### src/rtl/maxpool_pe_if.sv
// Pixel stream into the pooling stage and pooled stream out of it.
// The master drives conv pixels and the slave (maxpool_pe) returns pooled values.
interface maxpool_pe_if #(
  parameter int dwidth = 16
);
  logic                     din_valid;
  logic                     din_start;
  logic signed [dwidth-1:0] din;
  logic signed [dwidth-1:0] dout;
  logic                     dout_valid;
  logic                     frame_done;

  modport master (
    output din_valid, din_start, din,
    input  dout, dout_valid, frame_done
  );

  modport slave (
    input  din_valid, din_start, din,
    output dout, dout_valid, frame_done
  );
endinterface

### src/rtl/maxpool_pe.sv
// Optional ReLU followed by 2x2 stride-2 max pooling on a row-major conv output stream.
// One half-row line buffer keeps the pair maxima of each even row until the odd row below arrives.
module maxpool_pe #(
  parameter int dwidth = 16,
  parameter int MAX_W  = 28
) (
  input  logic       clk,
  input  logic       rst_n,
  input  logic [4:0] featmap_size,
  input  logic       relu_en,
  maxpool_pe_if.slave bus
);
  localparam int LB_DEPTH = MAX_W / 2;
  localparam int AW       = $clog2(LB_DEPTH);

  typedef enum logic {IDLE, RUN} state_t;

  state_t state_q, state_d;
  logic [4:0] col_q, col_d, row_q, row_d, w_q, w_d;
  logic relu_q, relu_d;
  logic signed [dwidth-1:0] hold_q, hold_d, rd_q, rd_d, dout_q, dout_d;
  logic dout_valid_q, dout_valid_d, frame_done_q, frame_done_d;

  logic signed [dwidth-1:0] linebuf_mem [LB_DEPTH];
  logic                     lb_we;
  logic [AW-1:0]            lb_addr;
  logic signed [dwidth-1:0] lb_wdata;

  logic accept, start;
  logic [4:0] w_eff, w_cfg, w_even, pc, pr;
  logic relu_eff, in_win, last;
  logic signed [dwidth-1:0] x_relu, pair, quad;

  // A start pulse overrides the running position and configuration in the same cycle.
  always_comb begin
    w_cfg = featmap_size;
    if (featmap_size < 5'd2)
      w_cfg = 5'd2;
    else if (featmap_size > 5'(MAX_W))
      w_cfg = 5'(MAX_W);
  end

  assign start    = bus.din_valid && bus.din_start;
  assign accept   = start || (bus.din_valid && state_q == RUN);
  assign w_eff    = start ? w_cfg   : w_q;
  assign relu_eff = start ? relu_en : relu_q;
  assign pc       = start ? 5'd0    : col_q;
  assign pr       = start ? 5'd0    : row_q;
  assign w_even   = {w_eff[4:1], 1'b0};
  assign in_win   = (pc < w_even) && (pr < w_even);
  assign last     = (pc == w_eff - 5'd1) && (pr == w_eff - 5'd1);
  assign x_relu   = (relu_eff && bus.din[dwidth-1]) ? '0 : bus.din;
  assign pair     = (x_relu > hold_q) ? x_relu : hold_q;
  assign quad     = (rd_q > pair) ? rd_q : pair;
  assign lb_addr  = AW'(pc >> 1);
  assign lb_wdata = pair;

  always_ff @(posedge clk or negedge rst_n) begin
    if (!rst_n)
      state_q <= IDLE;
    else
      state_q <= state_d;
  end

  always_comb begin
    state_d = state_q;
    if (accept)
      state_d = last ? IDLE : RUN;
  end

  always_comb begin
    col_d        = col_q;
    row_d        = row_q;
    w_d          = w_q;
    relu_d       = relu_q;
    hold_d       = hold_q;
    rd_d         = rd_q;
    dout_d       = dout_q;
    dout_valid_d = 1'b0;
    frame_done_d = 1'b0;
    lb_we        = 1'b0;
    if (accept) begin
      w_d    = w_eff;
      relu_d = relu_eff;
      if (last) begin
        col_d        = 5'd0;
        row_d        = 5'd0;
        frame_done_d = 1'b1;
      end else if (pc == w_eff - 5'd1) begin
        col_d = 5'd0;
        row_d = pr + 5'd1;
      end else begin
        col_d = pc + 5'd1;
        row_d = pr;
      end
      // Odd rows fetch the stored pair on the even column so the read is registered.
      if (in_win) begin
        if (!pc[0]) begin
          hold_d = x_relu;
          if (pr[0])
            rd_d = linebuf_mem[lb_addr];
        end else if (!pr[0]) begin
          lb_we = 1'b1;
        end else begin
          dout_d       = quad;
          dout_valid_d = 1'b1;
        end
      end
    end
  end

  always_ff @(posedge clk) begin
    if (lb_we)
      linebuf_mem[lb_addr] <= lb_wdata;
  end

  always_ff @(posedge clk or negedge rst_n) begin
    if (!rst_n) begin
      col_q        <= '0;
      row_q        <= '0;
      w_q          <= 5'd2;
      relu_q       <= 1'b0;
      hold_q       <= '0;
      rd_q         <= '0;
      dout_q       <= '0;
      dout_valid_q <= 1'b0;
      frame_done_q <= 1'b0;
    end else begin
      col_q        <= col_d;
      row_q        <= row_d;
      w_q          <= w_d;
      relu_q       <= relu_d;
      hold_q       <= hold_d;
      rd_q         <= rd_d;
      dout_q       <= dout_d;
      dout_valid_q <= dout_valid_d;
      frame_done_q <= frame_done_d;
    end
  end

  assign bus.dout       = dout_q;
  assign bus.dout_valid = dout_valid_q;
  assign bus.frame_done = frame_done_q;
endmodule

### src/flat_wrapper.sv
// flat-port wrapper written by rule: the top's interface ports become plain ports
module maxpool_pe_flat 
#(
  parameter int dwidth = 16,
  parameter int MAX_W  = 28
)
  (clk, rst_n, featmap_size, relu_en, bus_din_valid, bus_din_start, bus_din, bus_dout, bus_dout_valid, bus_frame_done);
  maxpool_pe_if #(.dwidth(dwidth)) bus_i ();
  input  logic clk;
  input  logic rst_n;
  input  logic [4:0] featmap_size;
  input  logic relu_en;
  input wire logic [$bits(bus_i.din_valid)-1:0] bus_din_valid;
  input wire logic [$bits(bus_i.din_start)-1:0] bus_din_start;
  input wire logic [$bits(bus_i.din)-1:0] bus_din;
  output wire logic [$bits(bus_i.dout)-1:0] bus_dout;
  output wire logic [$bits(bus_i.dout_valid)-1:0] bus_dout_valid;
  output wire logic [$bits(bus_i.frame_done)-1:0] bus_frame_done;
  assign bus_i.din_valid = bus_din_valid;
  assign bus_i.din_start = bus_din_start;
  assign bus_i.din = bus_din;
  assign bus_dout = bus_i.dout;
  assign bus_dout_valid = bus_i.dout_valid;
  assign bus_frame_done = bus_i.frame_done;
  maxpool_pe #(.dwidth(dwidth), .MAX_W(MAX_W)) u_core (.clk(clk), .rst_n(rst_n), .featmap_size(featmap_size), .relu_en(relu_en), .bus(bus_i));
endmodule
### config.mk
export PLATFORM = sky130hd
export DESIGN_NAME = maxpool_pe_flat
export DESIGN_NICKNAME = d
export VERILOG_FILES = /design/src/rtl/maxpool_pe_if.sv /design/src/rtl/maxpool_pe.sv /design/src/flat_wrapper.sv
export SDC_FILE = /design/constraint.sdc
export NUM_CORES = 1
export LEC_CHECK = 0
export CAP_MARGIN = 10
export CORE_MARGIN = 10
export CORE_UTILIZATION = 35
export CTS_CLUSTER_DIAMETER = 80
export CTS_CLUSTER_SIZE = 28
export DETAILED_ROUTE_END_ITERATION = 6
export GPL_ROUTABILITY_DRIVEN = 0
export PLACE_DENSITY = 0.53
export SLEW_MARGIN = 20
export SYNTH_ARGS = -nofsm -noshare
export SYNTH_HDL_FRONTEND = slang
export SYNTH_SLANG_ARGS = --single-unit
### constraint.sdc
create_clock -name clk -period 5.5 [get_ports clk]
set_input_delay 1.1 -clock clk [delete_from_list [all_inputs] [get_ports clk]]
set_output_delay 1.1 -clock clk [all_outputs]
set_load 0.05 [all_outputs]
# Word-level counts from Yosys, hierarchy flattened
# Memory sizes are Yosys's and may differ from the RTL's. A register that Yosys moved wholly into a read port is not among the register bits.
# Index checks and enable logic that the tools add are counted.
[op_classes] n_bitwise=1 n_addsub=3 n_lt_le_gt_ge=6 reduce_logical=10 n_eq_ne=2 muxes=26
[ops] cell="two-way mux 16 bit" n=3
[ops] cell="two-way mux 5 bit" n=9
[ops] cell="> comparator 16 bit" n=2
[ops] cell="two-way mux 1 bit" n=14
[ops] cell="adder 5 x 1 -> 5 bit, second input constant" n=2
[ops] cell="== test 5 bit" n=2
[ops] cell="< comparator 5 bit" n=2
[ops] cell="AND reduction 4 bit" n=2
[ops] cell="> comparator 5 bit, second input constant" n=1
[ops] cell="logical AND 1 bit" n=5
[ops] cell="< comparator 5 x 2 -> 1 bit, second input constant" n=1
[ops] cell="subtractor 5 x 1 -> 5 bit, second input constant" n=1
[ops] cell="AND reduction 3 bit" n=1
[ops] cell="zero test 1 bit" n=1
[ops] cell="logical OR 1 bit" n=1
[ops] cell="NOT 1 bit" n=1
[totals] ramBits=224 n_memories=1 output_inout_bits=18 word_cells=58 inputBits=26 register_bits=51
[memory_table] memory="u_core.linebuf_mem" depth=14 word_bits=16 rd=1 rd_ports_with_merged_regs=1 write_ports=1 line="maxpool_pe.sv:24" rtl="logic signed [dwidth-1:0] linebuf_mem [LB_DEPTH];"

# Depth between registers and ports, before layout
# Gate-level depths: netlist of the first run.
[logic_depth] ltp_word=10 ltp_mapped=27 ltp_nobuf=22

# Worst setup path before layout of the first run
# OpenSTA, ideal clock, no wires.
[synth_path] path_type="input -> register" startpoint="input bus_din_valid" endpoint="register u_core.dout_q[5], in the netlist u_core.bus.dout[5]" required_time_ns=5.417 path_buffers=5 stages=26 setup_slack_ns=-0.607 arrival_ns=6.024 setup_time_ns=0.083 path_cell_list="buf_2 nand2_2 clkbuf_1 nand2_1 nand2_1 nand2_1 clkbuf_1 and2_1 ha_1 a21o_1 a221o_1 o211ai_1 a31oi_1 a221oi_4 buf_4 mux2i_1 inv_1 ha_1 nor2b_1 o31ai_1 a211o_1 a31o_2 nor3_1 buf_2 a22oi_1 o21ai_0"
[synth_between] elab_chain_len=8 word_cells_on_any_way=17 cone_classes="order compare: 4; mux: 7; reduce/logical: 6"
[synth_lines] element="from (decl)" line="flat_wrapper.sv:13" rtl="input wire logic [$bits(bus_i.din_valid)-1:0] bus_din_valid;"
[synth_lines] element="logical AND 1 bit" line="maxpool_pe.sv:43" rtl="assign start = bus.din_valid && bus.din_start;"
[synth_lines] element="two-way mux 1 bit" line="maxpool_pe.sv:46" rtl="assign relu_eff = start ? relu_en : relu_q;"
[synth_lines] element="logical AND 1 bit" line="maxpool_pe.sv:52" rtl="assign x_relu = (relu_eff && bus.din[dwidth-1]) ? '0 : bus.din;"
[synth_lines] element="two-way mux 16 bit" line="maxpool_pe.sv:52"
[synth_lines] element="named net u_core.x_relu[9]" line="maxpool_pe.sv:32" rtl="logic signed [dwidth-1:0] x_relu, pair, quad;"
[synth_lines] element="> comparator 16 bit" line="maxpool_pe.sv:53" rtl="assign pair = (x_relu > hold_q) ? x_relu : hold_q;"
[synth_lines] element="two-way mux 16 bit" line="maxpool_pe.sv:53"
[synth_lines] element="named net u_core.lb_wdata[0]" line="maxpool_pe.sv:27" rtl="logic signed [dwidth-1:0] lb_wdata;"
[synth_lines] element="> comparator 16 bit" line="maxpool_pe.sv:54" rtl="assign quad = (rd_q > pair) ? rd_q : pair;"
[synth_lines] element="two-way mux 16 bit" line="maxpool_pe.sv:54"
[synth_lines] element="to (signal assigned)" line="maxpool_pe.sv:135" rtl="dout_q <= dout_d;"
[synth_lines] element="to (decl)" line="maxpool_pe.sv:21" rtl="logic signed [dwidth-1:0] hold_q, hold_d, rd_q, rd_d, dout_q, dout_d;"
# The timed path passes the listed nets, and every way through them passes these cells.
# A chain may end at the register's enable or synchronous reset.

# Final worst setup path of the first run
[layout_path] startpoint="input relu_en" endpoint="register u_core.dout_q[9], in the netlist u_core.bus.dout[9]"
[layout_between] elab_chain_len=7
[layout_lines] element="from (decl)" line="flat_wrapper.sv:12" rtl="input logic relu_en;"
[layout_lines] element="two-way mux 1 bit *" line="maxpool_pe.sv:46"
[layout_lines] element="logical AND 1 bit *" line="maxpool_pe.sv:52"
[layout_lines] element="two-way mux 16 bit *" line="maxpool_pe.sv:52"
[layout_lines] element="named net u_core.x_relu[9]" line="maxpool_pe.sv:32"
[layout_lines] element="> comparator 16 bit" line="maxpool_pe.sv:53"
[layout_lines] element="two-way mux 16 bit *" line="maxpool_pe.sv:53"
[layout_lines] element="> comparator 16 bit" line="maxpool_pe.sv:54"
[layout_lines] element="two-way mux 16 bit *" line="maxpool_pe.sv:54"
# The timed path passes the listed nets; every way through them passes the cells marked *.

==> results.json, run 1 <==
{
  "status": "complete, no violations",
  "die_w_um": 215.1,
  "period_needed_ns": 5.047,
  "fmax_ghz": 0.1981,
  "synth_nets": 1133,
  "vias": 8827,
  "antenna_found_initial": 0,
  "path_buf_inv": 2,
  "synth_edf_count": 224,
  "fill_cells": 3502,
  "multi_input_area_um2": 4672,
  "synth.distinct_cells": 73,
  "synthCells": 1066,
  "vdd_drop_max_mv": 0.1953,
  "crit_start": "relu_en",
  "hp-start": "u_core.rd_q[0]$_DFFE_PN0P_",
  "ys_seq_elements": 291,
  "grt_pass1_wl_um": 54190,
  "r2r_end": "u_core.bus.dout[9]$_DFFE_PN0P_",
  "fin_cells": 1691,
  "overflow": 0,
  "cts_made_buffers": 17,
  "ant_nets": 0,
  "whs_path_depth": 1,
  "netlist_area_um2": 13320,
  "io_pins": 44,
  "synth_flop_cell": "edfxtp_1",
  "grt_usage": 0.1485,
  "fin_skew_ns": 0.02116,
  "mostFrequentLayoutCells": "224 x edfxtp_1, 87 x nor2_1, 86 x buf_4, 76 x nand2_1, 71 x a21oi_1",
  "arrival_ns": 5.49,
  "clock_sinks": 291,
  "critPathTopFamily": "compound AO/OA/AOI/OAI gates",
  "grt_setup_unrepaired": "false",
  "slowest_stage": "clkdlybuf4s50_1",
  "clk_latency_ns": 0.53,
  "maxCapViolations": 0,
  "p_leak_uw": 0.005964,
  "wire_per_inst_um": 20.93,
  "insertedDiodeCount": 0,
  "std_cell_rows": 71,
  "r2r_slack_ns": 1.13,
  "first_pass_iters": 5,
  "drive_gt1_frac": 0.1610,
  "ys_async_sr_fraction": 0.2302,
  "drt_iter0_markers": 829,
  "placed_cells": 1659,
  "syn_to_final_growth_pct": 19.06,
  "ctsLongestPathBuffers": 3,
  "core_um2": 37580,
  "layout_setup_ws_ns": 0.4531,
  "die_h_um": 215.1,
  "dieArea_um2": 46250,
  "cpMostUsedCell": "nand2_2",
  "grt_max_degree": 79,
  "synth_warnings": 0,
  "slew_violations": 0,
  "cp-start-kind": "input port",
  "syn_avg_cell_area_um2": 12.49,
  "final_common_cell": "edfxtp_1",
  "drc": 0,
  "reg2regPathDepth": 19,
  "place_worst_setup_slack_ns": -0.5058,
  "root_buffer": "clkbuf_16",
  "final_nets": 1236,
  "synth_seq_area_share": 0.6311,
  "hold_viol": 0,
  "final-seq-area_um2": 8408,
  "grt_pass1_vias": 8729,
  "cts_tree": "done",
  "p_per_area_nw_per_um2": 470.0,
  "wirelength_um": 35390,
  "start_util": 0.3544,
  "io_buffers": 43,
  "h-tree-depth": 1,
  "hold_class": "flop to flop",
  "hpwl_um": 23630,
  "crit_type": "input port to flop",
  "relSlewSlack": 0.3455,
  "setup_viol": 0,
  "hold_path_end": "u_core.rd_q[0]$_DFFE_PN0P_",
  "reg2reg_from": "u_core.relu_q$_DFFE_PN0N_",
  "required_ns": 5.95,
  "viasPerCell": 5.220,
  "worstPathMaxFanout": 15,
  "min_period_over_period": 0.9176,
  "cp-end-kind": "flop",
  "max_stage_delay_ns": 0.47,
  "worstMarginPinSlew_ns": 0.9818,
  "path_cells": "clkdlybuf4s50_1 -> nand2_2 -> nand2_2 -> nand2_4 -> and2_4 -> ha_4 -> and3_4 -> a221o_1 -> o211ai_1 -> a31oi_1 -> a221oi_4 -> buf_12 -> mux2i_2 -> ha_1 -> nor2b_1 -> o31ai_1 -> a211o_1 -> a31o_4 -> or3b_4 -> o21ai_1",
  "clk_pin_slew_ns": 0.10
}
-- kinds of logic (layout without fill, tap and decap cells) --
kind of cell | Yosys count | after routing | synth area share
adder cells (fa/ha/maj) | 41 | 41 | 0.03852
buffers and inverters | 113 | 226 | 0.03411
multiplexers | 74 | 74 | 0.05769
AO/OA/AOI/OAI | 278 | 278 | 0.1414
AND/OR/NAND/NOR | 257 | 258 | 0.08926
flip-flops | 291 | 291 | 0.6311
XOR/XNOR | 12 | 12 | 0.007892
-- worst max path at each step --
| stage | endpoint | slack, ns | depth (start not counted) |
|---|---|---|---|
| after CTS | u_core.bus.dout[1]$_DFFE_PN0P_ | 0.03 | 21 |
| final | u_core.bus.dout[9]$_DFFE_PN0P_ | 0.45 | 20 |
| after detailed placement | u_core.bus.dout[1]$_DFFE_PN0P_ | -0.51 | 21 |
| after global routing | u_core.bus.dout[8]$_DFFE_PN0P_ | 0.24 | 21 |
| after global placement | u_core.bus.dout[0]$_DFFE_PN0P_ | -0.37 | 21 |
| after floorplan | u_core.bus.dout[5]$_DFFE_PN0P_ | -0.03 | 24 |
-- synth_stat cells (6+ instances only) --
cell      count  area (µm²)
mux2i_1      61       610.6
clkbuf_1     40       150.1
o21ai_0      53       265.3
a22oi_1      17       127.6
nor3_1       11       55.05
a221o_1      14       140.1
nand3_1      13       65.06
nor2_1       90       337.8
nand2_1      79       296.5
or3_1         7       43.79
o22ai_1       6       37.54
a21oi_1      71       355.3
o221ai_1     13       113.9
and2_1       23       143.9
buf_2         9       45.04
ha_1         41       513.0
a222oi_1      8       80.08
buf_1         6       22.52
xnor2_1       7       61.31
dfrtp_1      66        1652
o21ai_1      12       60.06
mux2_2       12       135.1
inv_1        52       195.2
edfxtp_1    224        6726
a31oi_1      29       181.4
a21o_1       16       120.1
and3_1        8       50.05
-- per-stage QoR --
step | utilization | instance area (µm²) | hold WS, ns | setup TNS, ns | power, µW
floorplan | - | 13500 | 0.4577 | -0.1687 | 4842
global placement | 0.4043 | 15190 | 0.5047 | -5.675 | 5951
detailed placement | 0.4043 | 15190 | 0.5153 | -7.738 | 5975
CTS | 0.4204 | 15800 | 0.5438 | 0 | 7468
global route | 0.4219 | 15850 | 0.5720 | 0 | 7878
finish | 0.4219 | 15850 | 0.5435 | 0 | 7451
-- flip-flops by register name, indices dropped and copies added (netlist names) --
register	flops
u_core.relu_q	1
u_core.col_q	5
u_core.row_q	5
u_core.bus.dout_valid	1
u_core.w_q	5
u_core.linebuf_mem	224
u_core.hold_q	16
u_core.rd_q	16
u_core.state_q	1
u_core.bus.frame_done	1
u_core.bus.dout	16
-- per-layer routing --
layer,up-vias,wire [µm],global-route usage
li1,4200,-,-
met1,4399,16900,0.2123
met2,189,16340,0.2356
met3,39,1471,0.01910
met4,0,681,0.03333
met5,-,0,0
-- worst register-to-register path: stages, from the launching register on --
cell	delay, ns
dfrtp_1	0.38
nand2_1	0.07
nand2_2	0.07
nand2_4	0.14
and2_4	0.19
ha_4	0.20
and3_4	0.18
a221o_1	0.29
o211ai_1	0.22
a31oi_1	0.15
a221oi_4	0.28
buf_12	0.17
mux2i_2	0.31
ha_1	0.30
nor2b_1	0.13
o31ai_1	0.24
a211o_1	0.19
a31o_4	0.18
or3b_4	0.46
o21ai_1	0.18
-- final cells by class --
| class | instances | area share |
|---|---|---|
| Tap cell | 511 | 0.04033 |
| Multi-Input combinational cell | 663 | 0.2947 |
| Clock inverter | 7 | 0.007971 |
| Inverter | 55 | 0.01302 |
| Timing Repair Buffer | 141 | 0.08342 |
| Sequential cell | 291 | 0.5303 |
| Clock buffer | 23 | 0.03023 |
-- report_power, final --
group          internal (µW)  total, µW  switching [µW]
clock network            671       1480             804
registers               2860       3090             231
logic                   1130       2890            1760
-- what timing repair did --
item / 4_1_cts / 5_1_grt
gates resized for setup: 0 / 10
setup endpoints to repair: 0 / 16
hold buffers: 0 / 0
setup buffers: 0 / 1
(Power assumes the default switching activity.)
==> inputs of run 2 (changes only) <==
--- a/config.mk
+++ b/config.mk
@@ -13,6 +13,7 @@
 export DETAILED_ROUTE_END_ITERATION = 6
 export GPL_ROUTABILITY_DRIVEN = 0
 export PLACE_DENSITY = 0.53
+export SETUP_SLACK_MARGIN = 0.2
 export SLEW_MARGIN = 20
 export SYNTH_ARGS = -nofsm -noshare
 export SYNTH_HDL_FRONTEND = slang
==> results.json, run 2 (synthesis results as in run 1) <==
{
  "status": "complete, no violations",
  "crit_type": "input port to flop",
  "largest_reg_flops": 224,
  "max_stage_delay_ns": 0.32,
  "period_needed_ns": 5.161,
  "maxCapViolations": 0,
  "ant_nets": 0,
  "postCtsHoldBufs": 0,
  "core_um2": 37580,
  "vias": 9016,
  "hold_path_end": "u_core.rd_q[0]$_DFFE_PN0P_",
  "cts_made_buffers": 18,
  "r2r_slack_ns": 0.81,
  "final_nets": 1247,
  "clk_pin_slew_ns": 0.07,
  "insertedDiodeCount": 0,
  "drc": 0,
  "hpwl_um": 22970,
  "worstMarginPinSlew_ns": 0.9110,
  "vdd_drop_max_mv": 0.2071,
  "clock_sinks": 291,
  "overflow": 0,
  "multi_input_area_um2": 4922,
  "p_leak_uw": 0.006001,
  "hold_viol": 0,
  "setup_viol": 0,
  "slew_violations": 0,
  "finish.instance_area_um2": 16130,
  "finalSetupTns_ns": 0,
  "cts_tree": "done",
  "grt_pass1_wl_um": 54350,
  "min_period_over_period": 0.9383,
  "fill_cells": 3448,
  "design_power_total_uw": 7711,
  "die_w_um": 215.1,
  "final_common_cell": "edfxtp_1",
  "path_buf_inv": 7,
  "antenna_found_initial": 0,
  "worstPathMaxFanout": 8,
  "start_util": 0.3544,
  "top_register": "u_core.linebuf_mem",
  "hp-start": "u_core.rd_q[0]$_DFFE_PN0P_",
  "place_area_um2": 15100,
  "layout_setup_ws_ns": 0.3393,
  "cp-end-kind": "flop",
  "syn_to_final_growth_pct": 21.14,
  "grt_setup_unrepaired": "false",
  "viasPerCell": 5.307,
  "h-tree-depth": 1,
  "io_pins": 44,
  "required_ns": 5.93,
  "mostFrequentLayoutCells": "224 x edfxtp_1, 94 x buf_4, 86 x nor2_1, 75 x nand2_1, 71 x a21oi_1",
  "die_h_um": 215.1,
  "cp-start-kind": "input port",
  "first_pass_iters": 5,
  "r2r_end": "u_core.bus.dout[1]$_DFFE_PN0P_",
  "whs_path_depth": 1,
  "place_worst_setup_slack_ns": -0.6392,
  "root_buffer": "clkbuf_16",
  "reg2regPathDepth": 25,
  "ctsLongestPathBuffers": 3,
  "p_per_area_nw_per_um2": 478.0,
  "wirelength_um": 34780,
  "critPathTopFamily": "compound AO/OA/AOI/OAI gates",
  "hold_class": "flop to flop",
  "slowest_stage": "a221o_1",
  "cpMostUsedCell": "and2_4",
  "drt_iter0_markers": 851,
  "fmax_ghz": 0.1938,
  "arrival_ns": 5.59,
  "drive_gt1_frac": 0.1928,
  "relSlewSlack": 0.3927,
  "grt_usage": 0.1457,
  "fin_skew_ns": 0.05925,
  "grt_pass1_vias": 9051,
  "reg2reg_from": "u_core.relu_q$_DFFE_PN0N_",
  "std_cell_rows": 71,
  "io_buffers": 43,
  "wire_per_inst_um": 20.47,
  "clk_latency_ns": 0.55,
  "grt_max_degree": 68,
  "dieArea_um2": 46250,
  "final-seq-area_um2": 8408
}
==> run 2: cell types whose count changed in the layout (fill, tap and decap cells not counted), sizes merged <==
cell,delta
nand2,+1
clkdlybuf4s50,-2
buf,+10
clkinv,+2
clkinvlp,+1
inv,-1
clkbuf,-3
==> run 2: through the flow <==
stage               hold slack (ns)  utilization  cells
floorplan                    0.4577            -   1066
global placement             0.5022       0.4020   1657
detailed placement           0.5004       0.4020   1657
CTS                          0.5181       0.4200   1689
global route                 0.5456       0.4293   1699
finish                       0.5203       0.4293   1699
==> run 2: timing repair <==
item	4_1_cts	5_1_grt
cloned	2	2
resized for setup	13	54
endpoints found under the setup margin	16	16
pin swaps	0	21
buffers inserted	2	8
==> run 2: where the power goes <==
group          switching, µW  internal [µW]  leakage (µW)  total (µW)
clock                    789            636      0.000270        1430
sequential               253           2850       0.00288        3110
combinational           1820           1360       0.00285        3180
==> run 2: area by class of cell <==
type                       instances  share of cell area
sequential                       291              0.5212
multi-input combinational        664              0.3051
timing repair buffer             150             0.08625
tap                              511             0.03963
clock buffer                      19             0.02815
inverter                          55             0.01280
clock inverter                     9            0.006825
==> run 2: worst max-delay path by stage <==
stage / from / endpoint / cells after the start
finish: bus_din_start / u_core.bus.dout[1]$_DFFE_PN0P_ / 27
global route: bus_din_start / u_core.bus.dout[3]$_DFFE_PN0P_ / 26
CTS: relu_en / u_core.bus.dout[12]$_DFFE_PN0P_ / 25
detailed placement: bus_din_start / u_core.bus.dout[6]$_DFFE_PN0P_ / 24
global placement: bus_din_start / u_core.bus.dout[1]$_DFFE_PN0P_ / 24
floorplan: bus_din_valid / u_core.bus.dout[5]$_DFFE_PN0P_ / 24
==> run 2: metal layers <==
| metal | vias to the layer above | global-route usage | part of all wire |
|---|---|---|---|
| met5 | - | 0 | 0 |
| met4 | 0 | 0.02652 | 0.016 |
| met3 | 29 | 0.02177 | 0.049 |
| met2 | 220 | 0.2374 | 0.47 |
| met1 | 4520 | 0.2035 | 0.47 |
| li1 | 4247 | - | - |
==> run 2: worst register-to-register path, delay by kind of cell, from the launching register on <==
| kind | cells | cell delay [ns] |
|---|---|---|
| AOI/OAI and AO/OA | 8 | 1.44 |
| and+or+nand+nor | 8 | 1.21 |
| buffers and inverters | 6 | 0.93 |
| adders and majority gates | 2 | 0.43 |
| DFF | 1 | 0.38 |
| muxes | 1 | 0.26 |
==> inputs of run 3 (changes only) <==
==> constraint.sdc (replaced) <==
create_clock -name clk -period 6.1 [get_ports clk]
set_input_delay 1.22 -clock clk [delete_from_list [all_inputs] [get_ports clk]]
set_output_delay 1.22 -clock clk [all_outputs]
set_load 0.05 [all_outputs]
==> results.json, run 3 (synthesis results as in run 1) <==
{
  "status": "complete, no violations",
  "period_needed_ns": 5.676,
  "grt_usage": 0.1454,
  "final_common_cell": "edfxtp_1",
  "p_per_area_nw_per_um2": 426.9,
  "drc": 0,
  "io_pins": 44,
  "crit_type": "input port to flop",
  "path_cells": "clkdlybuf4s50_1 -> and2_2 -> nand2_1 -> nand2_2 -> nand2_1 -> buf_12 -> and2_1 -> ha_1 -> a21o_1 -> a221o_1 -> o211ai_1 -> a31oi_2 -> a221oi_4 -> buf_6 -> mux2i_4 -> ha_1 -> nor2b_1 -> o31ai_1 -> a211o_1 -> a31o_2 -> or3b_4 -> o21ai_0",
  "p_leak_uw": 0.005902,
  "p_comb_frac": 0.390,
  "worstPathMaxFanout": 15,
  "viasPerCell": 5.267,
  "setup_viol": 0,
  "holdWs_ns": 0.5203,
  "power_frac_seq": 0.410,
  "ant_nets": 0,
  "worstMarginPinSlew_ns": 1.035,
  "required_ns": 6.53,
  "maxCapViolations": 0,
  "drt_iter0_markers": 767,
  "wirelength_um": 34760,
  "io_buffers": 43,
  "h-tree-depth": 1,
  "grt_pass1_vias": 8793,
  "insertedDiodeCount": 0,
  "relSlewSlack": 0.3079,
  "die_h_um": 215.1,
  "mostFrequentLayoutCells": "224 x edfxtp_1, 91 x buf_4, 88 x nor2_1, 78 x nand2_1, 71 x a21oi_1",
  "max_stage_delay_ns": 0.48,
  "clk_latency_ns": 0.54,
  "std_cell_rows": 71,
  "root_buffer": "clkbuf_16",
  "cp-end-kind": "flop",
  "dieArea_um2": 46250,
  "hold_viol": 0,
  "vias": 8890,
  "start_util": 0.3544,
  "die_w_um": 215.1,
  "cts_made_buffers": 18,
  "grt_max_degree": 68,
  "cts_tree": "done",
  "drive_gt1_frac": 0.1504,
  "switching_share": 0.3740,
  "clk_pin_slew_ns": 0.09,
  "grt_pass1_wl_um": 53570,
  "wire_per_inst_um": 20.59,
  "clock_sinks": 291,
  "hold_class": "flop to flop",
  "final_util": 0.4178,
  "final_nets": 1235,
  "fmax_ghz": 0.1762,
  "finalSetupTns_ns": 0,
  "grt_setup_unrepaired": "true",
  "overflow": 0,
  "antenna_found_initial": 0,
  "slew_violations": 0,
  "vdd_drop_max_mv": 0.1874,
  "ctsLongestPathBuffers": 3,
  "largest_reg_flops": 224,
  "p_int_uw": 4195,
  "cp-start-kind": "input port",
  "syn_to_final_growth_pct": 17.90,
  "arrival_ns": 6.10,
  "fin_skew_ns": 0.03866,
  "hpwl_um": 23020,
  "p_switching_uw": 2506,
  "core_um2": 37580,
  "min_period_over_period": 0.9305,
  "p_clk_frac": 0.200,
  "slowest_stage": "clkdlybuf4s50_1",
  "top_register": "u_core.linebuf_mem",
  "first_pass_iters": 7
}
==> run 3: changes by cell type in the layout (fill, tap and decap cells not counted), moves of 5 or more <==
cell,previous run,this run
mux2i_1,45,55
and2_4,9,0
and2_1,14,22
ha_1,34,41
ha_4,7,0
mux2i_4,10,4
buf_6,6,1
==> run 3: worst paths after layout <==
check / from / end / slack, ns / cells past startpoint
setup / recovery: bus_din_start / u_core.bus.dout[15]$_DFFE_PN0P_ / 0.42 / 22
hold / removal: u_core.rd_q[4]$_DFFE_PN0P_ / u_core.rd_q[4]$_DFFE_PN0P_ / 0.52 / 1
setup reg to reg: u_core.relu_q$_DFFE_PN0N_ / u_core.bus.dout[15]$_DFFE_PN0P_ / 1.34 / 20
hold reg to reg: u_core.rd_q[4]$_DFFE_PN0P_ / u_core.rd_q[4]$_DFFE_PN0P_ / 0.52 / 1
max in group asynchronous: rst_n / u_core.col_q[2]$_DFFE_PN0N_ / 4.63 / 1
min in group asynchronous: rst_n / u_core.w_q[2]$_DFFE_PN0N_ / 0.79 / 1
==> run 3: through the flow <==
stage	instances	total power, µW	setup slack, ns	area (µm²)
after global placement	1655	5290	-0.4102	14950
final	1688	6702	0.4240	15700
after CTS	1684	6667	0.2328	15580
after global routing	1688	7082	0.1819	15700
after detailed placement	1655	5318	-0.5920	14950
after floorplan	1066	4312	0.2060	13360
==> run 3: repair_timing <==
action / CTS / global route
setup buffers: 0 / 3
endpoints found under the setup margin: 16 / 16
cloned: 0 / 1
resized for setup: 1 / 20
pin swaps: 0 / 5
hold buffers: 0 / 0
==> run 3: worst max-delay path, delay by kind of cell <==
family,cells,cell delay (ns)
muxes,1,0.26
adders and majority gates,2,0.59
buffers and inverters,3,0.86
and+or+nand+nor,7,1.20
AOI/OAI and AO/OA,9,1.96
==> run 3: layout make-up <==
type,count,area [µm²]
Clock inverter,9,137.6
Sequential cell,291,8408
Inverter,55,206.4
Multi-Input combinational cell,663,4614
Clock buffer,20,479.2
Tap cell,511,639.4
Timing Repair Buffer,139,1215
Fill cell,3520,21880
==> run 3: power groups by stage <==
stage               clock (µW)  sequential [µW]  combinational (µW)
global placement             0             2780                2510
CTS                       1380             2740                2550
global route              1440             2770                2870
detailed placement           0             2780                2540
finish                    1340             2750                2620
floorplan                    0             2840                1470
==> run 3: layer usage <==
metal | routed length [µm] | vias up | global-route usage
met5 | 0 | - | 0
met4 | 516 | 0 | 0.02863
met3 | 1662 | 33 | 0.02528
met2 | 16350 | 189 | 0.2369
met1 | 16240 | 4451 | 0.1999
li1 | - | 4217 | -
